**config.mk**
```make
export PLATFORM = sky130hd
export DESIGN_NAME = dsp_mac_arbiter_flat
export DESIGN_NICKNAME = d
export VERILOG_FILES = /design/src/rtl/dsp_mac_arb_pkg.sv /design/src/rtl/dsp_mac_arbiter_if.sv /design/src/rtl/dsp_mac_arbiter_rr_arbiter.sv /design/src/rtl/dsp_mac_arbiter.sv /design/src/flat_wrapper.sv
export SDC_FILE = /design/constraint.sdc
export NUM_CORES = 1
export LEC_CHECK = 0
export BUFFER_PORTS_ARGS = -buffer_cell sky130_fd_sc_hd__buf_2
export CAP_MARGIN = 20
export CORE_MARGIN = 5
export CORE_UTILIZATION = 35
export CTS_CLUSTER_DIAMETER = 150
export CTS_CLUSTER_SIZE = 30
export DETAILED_ROUTE_END_ITERATION = 6
export PLACE_DENSITY = 0.63
export SLEW_MARGIN = 20
export SYNTH_ARGS = -nofsm -noshare
export SYNTH_HDL_FRONTEND = slang
export SYNTH_HIERARCHICAL = 1
export SYNTH_SLANG_ARGS = --single-unit
```
**constraint.sdc**
```tcl
create_clock -name clk -period 8.7 [get_ports clk]
set_clock_uncertainty 0.15 [all_clocks]
set_input_delay 1.305 -clock clk [delete_from_list [all_inputs] [get_ports clk]]
set_output_delay 1.305 -clock clk [all_outputs]
set_load 0.05 [all_outputs]
```
**src/rtl/dsp_mac_arb_pkg.sv**
```systemverilog
// Shared definitions for dsp_mac_arbiter: default widths, tag width helper
// and the issue-stage record.
package dsp_mac_arb_pkg;

    localparam int unsigned DATA_W  = 8;
    localparam int unsigned NUM_REQ = 4;

    // Tag width for n requesters; never narrower than one bit.
    function automatic int unsigned calc_id_w(input int unsigned n);
        return (n < 2) ? 1 : $clog2(n);
    endfunction

    localparam int unsigned ID_W  = calc_id_w(NUM_REQ);
    localparam int unsigned RES_W = 2 * DATA_W;

    // Operands and requester tag captured in the issue stage.
    typedef struct packed {
        logic [DATA_W-1:0] a;
        logic [DATA_W-1:0] b;
        logic [DATA_W-1:0] c;
        logic [ID_W-1:0]   id;
    } issue_t;

endpackage

```
**src/rtl/dsp_mac_arbiter_if.sv**
```systemverilog
// Request/result bus between the requesters and dsp_mac_arbiter.
//   req_valid/req_ready : per-requester handshake (ready is one-hot or zero)
//   req_a/b/c           : packed operands, requester i at [i*DATA_W +: DATA_W]
//   out_valid/out_ready : result handshake
//   out_result, out_id  : a*b+c and the tag of the issuing requester
//   busy                : any operation in flight
// master = requester/downstream side, slave = the arbiter.
interface dsp_mac_arbiter_if;
    import dsp_mac_arb_pkg::*;

    logic [NUM_REQ-1:0]        req_valid;
    logic [NUM_REQ-1:0]        req_ready;
    logic [NUM_REQ*DATA_W-1:0] req_a;
    logic [NUM_REQ*DATA_W-1:0] req_b;
    logic [NUM_REQ*DATA_W-1:0] req_c;
    logic                      out_valid;
    logic                      out_ready;
    logic [RES_W-1:0]          out_result;
    logic [ID_W-1:0]           out_id;
    logic                      busy;

    modport master (
        output req_valid, req_a, req_b, req_c, out_ready,
        input  req_ready, out_valid, out_result, out_id, busy
    );

    modport slave (
        input  req_valid, req_a, req_b, req_c, out_ready,
        output req_ready, out_valid, out_result, out_id, busy
    );

endinterface

```
**src/rtl/dsp_mac_arbiter_rr_arbiter.sv**
```systemverilog
// rr_arbiter: picks one requester per cycle for the shared MAC.
//   clk, reset : clock and synchronous active-high reset (round-robin build only)
//   req        : request vector
//   en         : arbitration allowed this cycle
//   gnt_c      : one-hot grant (combinational)
//   gnt_idx_c  : encoded grant index (combinational)
// Build option DSP_MAC_ARB_FIXED_PRIO_EN: lowest index wins, no pointer.
module rr_arbiter
    import dsp_mac_arb_pkg::*;
(
`ifndef DSP_MAC_ARB_FIXED_PRIO_EN
    input  logic               clk,
    input  logic               reset,
`endif
    input  logic [NUM_REQ-1:0] req,
    input  logic               en,
    output logic [NUM_REQ-1:0] gnt_c,
    output logic [ID_W-1:0]    gnt_idx_c
);

`ifdef DSP_MAC_ARB_FIXED_PRIO_EN

    // Scan downward so the lowest requesting index is the last writer.
    always_comb begin
        gnt_c     = '0;
        gnt_idx_c = '0;
        for (int k = int'(NUM_REQ) - 1; k >= 0; k--) begin
            if (en && req[k]) begin
                gnt_c     = '0;
                gnt_c[k]  = 1'b1;
                gnt_idx_c = ID_W'(k);
            end
        end
    end

`else

    logic [ID_W-1:0] ptr;
    logic [ID_W:0]   sum;
    logic [ID_W-1:0] idx;
    logic            found;

    // First requester at or after ptr, wrapping modulo NUM_REQ.
    always_comb begin
        gnt_c     = '0;
        gnt_idx_c = '0;
        found     = 1'b0;
        sum       = '0;
        idx       = '0;
        if (en) begin
            for (int k = 0; k < int'(NUM_REQ); k++) begin
                sum = {1'b0, ptr} + (ID_W+1)'(k);
                if (sum >= (ID_W+1)'(NUM_REQ)) begin
                    sum = sum - (ID_W+1)'(NUM_REQ);
                end
                idx = sum[ID_W-1:0];
                if (!found && req[idx]) begin
                    found       = 1'b1;
                    gnt_c[idx]  = 1'b1;
                    gnt_idx_c   = idx;
                end
            end
        end
    end

    // Pointer moves just past the winner; idle cycles leave it alone.
    always_ff @(posedge clk) begin
        if (reset) begin
            ptr <= '0;
        end else if (|gnt_c) begin
            if (gnt_idx_c == ID_W'(NUM_REQ - 1)) begin
                ptr <= '0;
            end else begin
                ptr <= gnt_idx_c + ID_W'(1);
            end
        end
    end

`endif

endmodule

```
**src/rtl/dsp_mac_arbiter.sv**
```systemverilog
// dsp_mac_arbiter: shares one registered multiply-add (a*b + c) among
// NUM_REQ requesters. Issue stage S1 holds the granted operands, compute
// stage S2 is the output register.
//   clk   : clock
//   reset : synchronous active-high reset, discards in-flight work
//   bus   : dsp_mac_arbiter_if.slave (requests, result, busy)
// Build option DSP_MAC_ARB_FIXED_PRIO_EN selects fixed priority arbitration.
module dsp_mac_arbiter
    import dsp_mac_arb_pkg::*;
(
    input  logic             clk,
    input  logic             reset,
    dsp_mac_arbiter_if.slave bus
);

    issue_t            s1_q;
    issue_t            s1_d;
    logic              s1_valid;
    logic              out_valid_q;
    logic [RES_W-1:0]  out_result_q;
    logic [ID_W-1:0]   out_id_q;

    logic              s2_load;
    logic              s1_accept;
    logic              arb_en;
    logic [NUM_REQ-1:0] gnt;
    logic [ID_W-1:0]   gnt_idx;
    logic [RES_W-1:0]  mac;

    logic [DATA_W-1:0] a_arr [NUM_REQ];
    logic [DATA_W-1:0] b_arr [NUM_REQ];
    logic [DATA_W-1:0] c_arr [NUM_REQ];

    // Unpack the flat operand buses so the grant index can select directly.
    for (genvar g = 0; g < int'(NUM_REQ); g++) begin : g_unpack
        assign a_arr[g] = bus.req_a[g*DATA_W +: DATA_W];
        assign b_arr[g] = bus.req_b[g*DATA_W +: DATA_W];
        assign c_arr[g] = bus.req_c[g*DATA_W +: DATA_W];
    end

    // S2 takes new data when empty or draining; S1 refills behind it.
    assign s2_load   = !out_valid_q || bus.out_ready;
    assign s1_accept = !s1_valid || s2_load;
    assign arb_en    = s1_accept && !reset;

    rr_arbiter u_arb (
`ifndef DSP_MAC_ARB_FIXED_PRIO_EN
        .clk       (clk),
        .reset     (reset),
`endif
        .req       (bus.req_valid),
        .en        (arb_en),
        .gnt_c     (gnt),
        .gnt_idx_c (gnt_idx)
    );

    always_comb begin
        s1_d.a  = a_arr[gnt_idx];
        s1_d.b  = b_arr[gnt_idx];
        s1_d.c  = c_arr[gnt_idx];
        s1_d.id = gnt_idx;
    end

    // Unsigned MAC; c is zero-extended and the sum cannot overflow RES_W.
    assign mac = RES_W'(s1_q.a) * RES_W'(s1_q.b) + RES_W'(s1_q.c);

    // Pipeline registers.
    always_ff @(posedge clk) begin
        if (reset) begin
            s1_valid     <= 1'b0;
            s1_q         <= '0;
            out_valid_q  <= 1'b0;
            out_result_q <= '0;
            out_id_q     <= '0;
        end else begin
            if (s2_load) begin
                out_valid_q <= s1_valid;
                if (s1_valid) begin
                    out_result_q <= mac;
                    out_id_q     <= s1_q.id;
                end
            end
            if (s1_accept) begin
                s1_valid <= |gnt;
                if (|gnt) begin
                    s1_q <= s1_d;
                end
            end
        end
    end

    assign bus.req_ready  = gnt;
    assign bus.out_valid  = out_valid_q;
    assign bus.out_result = out_result_q;
    assign bus.out_id     = out_id_q;
    assign bus.busy       = s1_valid | out_valid_q;

endmodule

```
**src/flat_wrapper.sv**
```systemverilog
// flat-port wrapper written by rule: the top's interface ports become plain ports
module dsp_mac_arbiter_flat import dsp_mac_arb_pkg::*;
  (clk, reset, bus_req_valid, bus_req_a, bus_req_b, bus_req_c, bus_out_ready, bus_req_ready, bus_out_valid, bus_out_result, bus_out_id, bus_busy);
  dsp_mac_arbiter_if bus_i ();
  input  logic clk;
  input  logic reset;
  input wire logic [$bits(bus_i.req_valid)-1:0] bus_req_valid;
  input wire logic [$bits(bus_i.req_a)-1:0] bus_req_a;
  input wire logic [$bits(bus_i.req_b)-1:0] bus_req_b;
  input wire logic [$bits(bus_i.req_c)-1:0] bus_req_c;
  input wire logic [$bits(bus_i.out_ready)-1:0] bus_out_ready;
  output wire logic [$bits(bus_i.req_ready)-1:0] bus_req_ready;
  output wire logic [$bits(bus_i.out_valid)-1:0] bus_out_valid;
  output wire logic [$bits(bus_i.out_result)-1:0] bus_out_result;
  output wire logic [$bits(bus_i.out_id)-1:0] bus_out_id;
  output wire logic [$bits(bus_i.busy)-1:0] bus_busy;
  assign bus_i.req_valid = bus_req_valid;
  assign bus_i.req_a = bus_req_a;
  assign bus_i.req_b = bus_req_b;
  assign bus_i.req_c = bus_req_c;
  assign bus_i.out_ready = bus_out_ready;
  assign bus_req_ready = bus_i.req_ready;
  assign bus_out_valid = bus_i.out_valid;
  assign bus_out_result = bus_i.out_result;
  assign bus_out_id = bus_i.out_id;
  assign bus_busy = bus_i.busy;
  dsp_mac_arbiter u_core (.clk(clk), .reset(reset), .bus(bus_i));
endmodule
```
# Word level (Yosys, flattened, before mapping)
# Index checks and enable logic that the tools add are counted.
# word_totals
elab_cells	110
reg_bits	48
memories	0
ram_bits	0
input_bits	103
mem_bits_ro	0
latch_bits	0
# classes
magnitude_cmp	13
shift	0
div_mod_pow	0
n_reduce_logical	19
n_addsub	9
n_eq_ne	1
mux	53
multipliers	1
n_bitwise	5
# ops
op	count
8-bit binary-select mux with 2-bit select	3
8-bit 2-to-1 mux	6
4-bit 2-to-1 mux	8
2-bit 2-to-1 mux	14
16-bit by 8-bit adder with 16-bit output	1
8-bit by 8-bit multiplier with 16-bit output	1
1-bit 2-to-1 mux	14
3-bit >= comparator (second input constant)	4
2-bit by 3-bit < comparator with 1-bit output (second input constant)	4
4-bit OR	3
1-bit binary-select mux with 2-bit select	4
1-bit demux with 2-bit select	4
2-bit by 1-bit >= comparator with 1-bit output (second input constant)	4
1-bit logical AND	8
2-bit by 1-bit subtractor with 2-bit output (second input constant)	4
2-bit by 2-bit adder with 3-bit output (second input constant)	2
1-bit logical NOT	6
2-bit AND reduction	2
4-bit OR reduction	1
2-bit by 1-bit adder with 3-bit output (second input constant)	1
2-bit by 3-bit >= comparator with 1-bit output (second input constant)	1
2-bit NOT with 3-bit output	1
2-bit by 1-bit adder with 2-bit output (second input constant)	1
2-bit == test (second input constant)	1
2 further kinds	3

# Depth between registers and ports, before layout
# logic_depth
ltp_word	25
depth_mapped	16

# Modules after synthesis
# Netlist, hierarchy kept.
# by_module_without_submodules
module	cells_each	area_per_inst_um2	instances	seq_area_each_um2
dsp_mac_arbiter	511	4559.4	1	920.9
rr_arbiter	96	767.0	1	40.0

# Worst setup path after synthesis
# Ideal clock, no wire load.
# synth_timing
path_type	in2out
start	in bus_req_valid[0]
end	out bus_req_ready[3]
setup_slack_ns	3.952
t_required_ns	7.245
arrival_time_ns	3.293
cell_stages	6
path_buffers	1
cell_sequence	clkbuf_1 -> mux4_2 -> nor3_1 -> and2_1 -> a21oi_1 -> nor2b_1
# synth_between
elab_chain_len	16
# synth_lines
element	line	text
start, declared	flat_wrapper.sv:7	input wire logic [$bits(bus_i.req_valid)-1:0] bus_req_valid;
1-bit binary-select mux with 2-bit select	dsp_mac_arbiter_rr_arbiter.sv:57	if (!found && req[idx]) begin
1-bit 2-to-1 mux (not written as such)	dsp_mac_arbiter_rr_arbiter.sv:57	
1-bit 2-to-1 mux	dsp_mac_arbiter_rr_arbiter.sv:57	
1-bit 2-to-1 mux	dsp_mac_arbiter_rr_arbiter.sv:50	if (en) begin
1-bit logical NOT	dsp_mac_arbiter_rr_arbiter.sv:57	
1-bit logical AND	dsp_mac_arbiter_rr_arbiter.sv:57	
1-bit 2-to-1 mux	dsp_mac_arbiter_rr_arbiter.sv:57	
1-bit 2-to-1 mux	dsp_mac_arbiter_rr_arbiter.sv:50	
1-bit logical NOT	dsp_mac_arbiter_rr_arbiter.sv:57	
1-bit logical AND	dsp_mac_arbiter_rr_arbiter.sv:57	
1-bit 2-to-1 mux	dsp_mac_arbiter_rr_arbiter.sv:57	
1-bit 2-to-1 mux	dsp_mac_arbiter_rr_arbiter.sv:50	
1-bit logical NOT	dsp_mac_arbiter_rr_arbiter.sv:57	
1-bit logical AND	dsp_mac_arbiter_rr_arbiter.sv:57	
4-bit 2-to-1 mux *	dsp_mac_arbiter_rr_arbiter.sv:57	
4-bit 2-to-1 mux *	dsp_mac_arbiter_rr_arbiter.sv:50	
end, declared	flat_wrapper.sv:12	output wire logic [$bits(bus_i.req_ready)-1:0] bus_req_ready;
# Mark *: on every way between the ends. The rest lies on a longest branch, timed or not. The select of a mux whose other input is x is not followed.

# Final worst setup path
# layout_timing
start	reg u_core.u_arb.ptr[0]
end	out bus_req_ready[1]
# layout_between
elab_chain_len	19
# layout_lines
element	line	text
start, declared	dsp_mac_arbiter_rr_arbiter.sv:38	logic [ID_W-1:0] ptr;
start signal, assigned	dsp_mac_arbiter_rr_arbiter.sv:74	ptr <= gnt_idx_c + ID_W'(1);
branches (longest 17 deep; another with 2-bit by 1-bit adder with 3-bit output)	n/a	
4-bit 2-to-1 mux *	dsp_mac_arbiter_rr_arbiter.sv:57	
4-bit 2-to-1 mux *	dsp_mac_arbiter_rr_arbiter.sv:50	
# Mark *: on every way between the ends. The select of a mux whose other input is x is not followed.

==> flow_summary.toml <==
[run_status]
outcome = "finished, final reports clean"

[sta]
min_period_over_period_pct = 59.42
finalHoldViolCount = 0
slew_headroom_pct = 34.54
grt_setup_unrepaired = "false"
finalCriticalPeriod_ns = 5.170
worstMarginPinSlew_ns = 0.9819
max_freq_mhz = 193.4
fin_setup_tns_ns = 0
finalMaxSlewViolations = 0
setup_viol = 0

[synthesis]
syn_nets = 798
synth_top_area_share_pct = 18.04
ys.flop_type = "dfxtp_1"
yosysWarnings = 6
synthCells = 607
synth_area_per_cell_sq_um = 8.775
asyncSetResetFlopFracSynth_pct = 0
ys_seq_elements = 48
yosysTopAreaCell = "dfxtp_1"
synth-edff-count = 0
ys_types = 56
syn_area_sq_um = 5326
synthTopCellsByArea = "dfxtp_1 (18%), fa_1 (17%), mux4_2 (12%)"
synth-seq-area-share_pct = 18.04

[global_route]
grt.total_usage_pct = 15.11
grt_pass1_vias = 4700
use_met3_pct = 3.134
grt.overflow.total = 0
grt_max_degree = 54
grt_pass1_wl_microns = 22310
grt_use_met1_pct = 19.93
grt-busiest-layer = "met2"
antenna_found_initial = 0
grt_use_met2_pct = 25.54

[placement]
port_buffers = 126
place_inst = 888
place_area_sq_um = 6068
dpl.hpwl_microns = 10570
gp_congestion = 0.9521

[finish]
drive_gt1_share_pct = 25.28
fin_cells = 896
syn2layout_area_growth_pct = 17.01
design_area_sq_um = 6232
fill_cells = 1578
antenna_cells = 0
finalNetCount = 898
utilization_pct = 41.30

[cts]
clock-sinks = 48
ctsLongestPathBuffers = 2
clkTransAtPathRegs_ns = 0.07
cts_buffers = 5
cts_tree = "yes"
clock_latency_ns = 0.30
cts_root_buf = "clkbuf_16"
post_cts_buffers = 0
cts_resized = 0
htree_num_levels = 2
postCtsHoldBufs = 0

[pwr]
power_density_nw_per_um2 = 265.6
p_switching_uw = 819.2
finalPower_mw = 1.656
sw_frac_of_total_pct = 49.48
clkPwrFrac_pct = 13.5
pwr-share-comb_pct = 62.2
p_int_uw = 836.4
p_leak_nw = 2.955
seqPwrFrac_pct = 24.4
ir_drop_mv = 0.09481

[floorplanning]
io_pins = 127
fp-row-count = 45
die_y_microns = 133.4
dieArea_sq_um = 17780
start_util_pct = 35.30
fp.coreArea_sq_um = 15090
die_w_microns = 133.4

[route]
drc = 0
vias_per_cell = 4.983
wl_microns = 12960
wl_per_cell_microns = 14.46
vias = 4465
drt_iter0_drc = 249
final_antenna_net_count = 0
first_pass_iters = 5

[setup_path]
crit_slowest_cell = "dfxtp_1"
worstPathRequired_ns = 7.24
cp-start-kind = "flip-flop"
end_kind = "primary output"
crit_fanout = 25
path_class = "reg2out"
max_stage_delay_ns = 0.91
worstPathArrival_ns = 3.71
critical_path.cell_chain = "inv_1 > ha_1 > mux2_2 > mux2i_1 > o211ai_1 > a31oi_1 > a21oi_1 > nor2b_1 > buf_2"

[min_path]
hold_path.class = "reg2reg"

[flow_run]
cap_violations = 0
## synth_stat cells, drive strengths merged (2+ instances only)
library cell  count
nand3b            4
or4               3
and2             39
a21o              5
fa               44
ha               44
and3              5
nand2b            7
xnor2             4
a211oi            5
a21oi            53
mux2i             6
nor2b             5
clkbuf           26
o21ai            13
a221o             2
o211ai            3
mux4             28
nor2             20
nand3             5
buf              11
or3               2
nor3              5
o22ai             2
xor2              2
a2111oi           3
o21a              3
nand2           108
o21bai            3
dfxtp            48
a31oi             3
inv              74
mux2              7
## sequential cells by signal, indices dropped and copies added, names as in the netlist
signal / cells
u_core/s1_valid: 1
u_core/bus.out_result: 16
u_core/bus.out_id: 2
u_core/bus.out_valid: 1
u_core/u_arb/ptr: 2
u_core/s1_q: 26
## metrics by stage
stage / hold WS [ns] / worst slack, ns
floorplan: 0.2821 / 3.952
global placement: 0.2888 / 3.915
detailed placement: 0.2931 / 3.874
CTS: 0.3030 / 3.528
global route: 0.3241 / 3.213
finish: 0.3015 / 3.530
## path summary, 6_finish.rpt
check	startpoint	cells after the start	to	slack, ns
max	u_core/u_arb/ptr[0]	9	bus_req_ready[1]	3.53
min reg2reg	u_core/bus.out_result[7]	2	u_core/bus.out_result[7]	0.30
min	u_core/bus.out_result[7]	2	u_core/bus.out_result[7]	0.30
max reg2reg	u_core/u_arb/ptr[0]	11	u_core/s1_q[21]	3.91
## placed cells by master, fill, tap and decap left out, types with 6 or more instances in the layout
master / n
a21oi_1: 51
and2_1: 39
buf_2: 126
dfxtp_1: 48
fa_1: 44
ha_1: 44
inv_1: 74
mux2i_1: 6
mux4_2: 28
nand2_1: 108
nand2b_1: 6
nor2_1: 20
o21ai_0: 13
## routing by layer
layer	vias to the layer above	wire length (microns)
met4	0	122
met5	-	0
met3	8	633
met2	115	6194
li1	2239	-
met1	2103	6010
## critical path: cells and delay by family (launching register included)
kind                       cells  cell delay, ns
muxes                          2            0.73
and+or+nand+nor                1            0.14
adders and majority gates      1            0.57
AOI/OAI and AO/OA              3            0.46
buffers and inverters          2            0.59
DFF                            1            0.91
## logic make-up after synthesis
kind of cell	after synthesis	share of synthesized area (%)
AO/OA/AOI/OAI	106	12.54
XOR/XNOR	6	0.9866
adder cells (fa/ha/maj)	88	26.87
buffers and inverters	111	8.457
flip-flops	48	18.04
multiplexers	41	14.52
AND/OR/NAND/NOR	207	18.58
## final cells by class
type	count	area [sq um]	area share (%)
clock buffer	6	128.9	2.068
clock inverter	2	35.03	0.5621
inverter	74	277.8	4.457
multi-input combinational	448	3930	63.06
sequential	48	960.9	15.42
tap	188	235.2	3.774
timing repair buffer	130	664.4	10.66
## power by group through the flow
stage	registers (mW)	clock network, mW	logic (mW)
CTS	0.404	0.232	1.05
global placement	0.408	0	1.03
detailed placement	0.410	0	1.04
floorplan	0.403	0	0.789
global route	0.421	0.240	1.18
finish	0.403	0.223	1.03
Note: power is estimated with default switching activity, not from simulation.
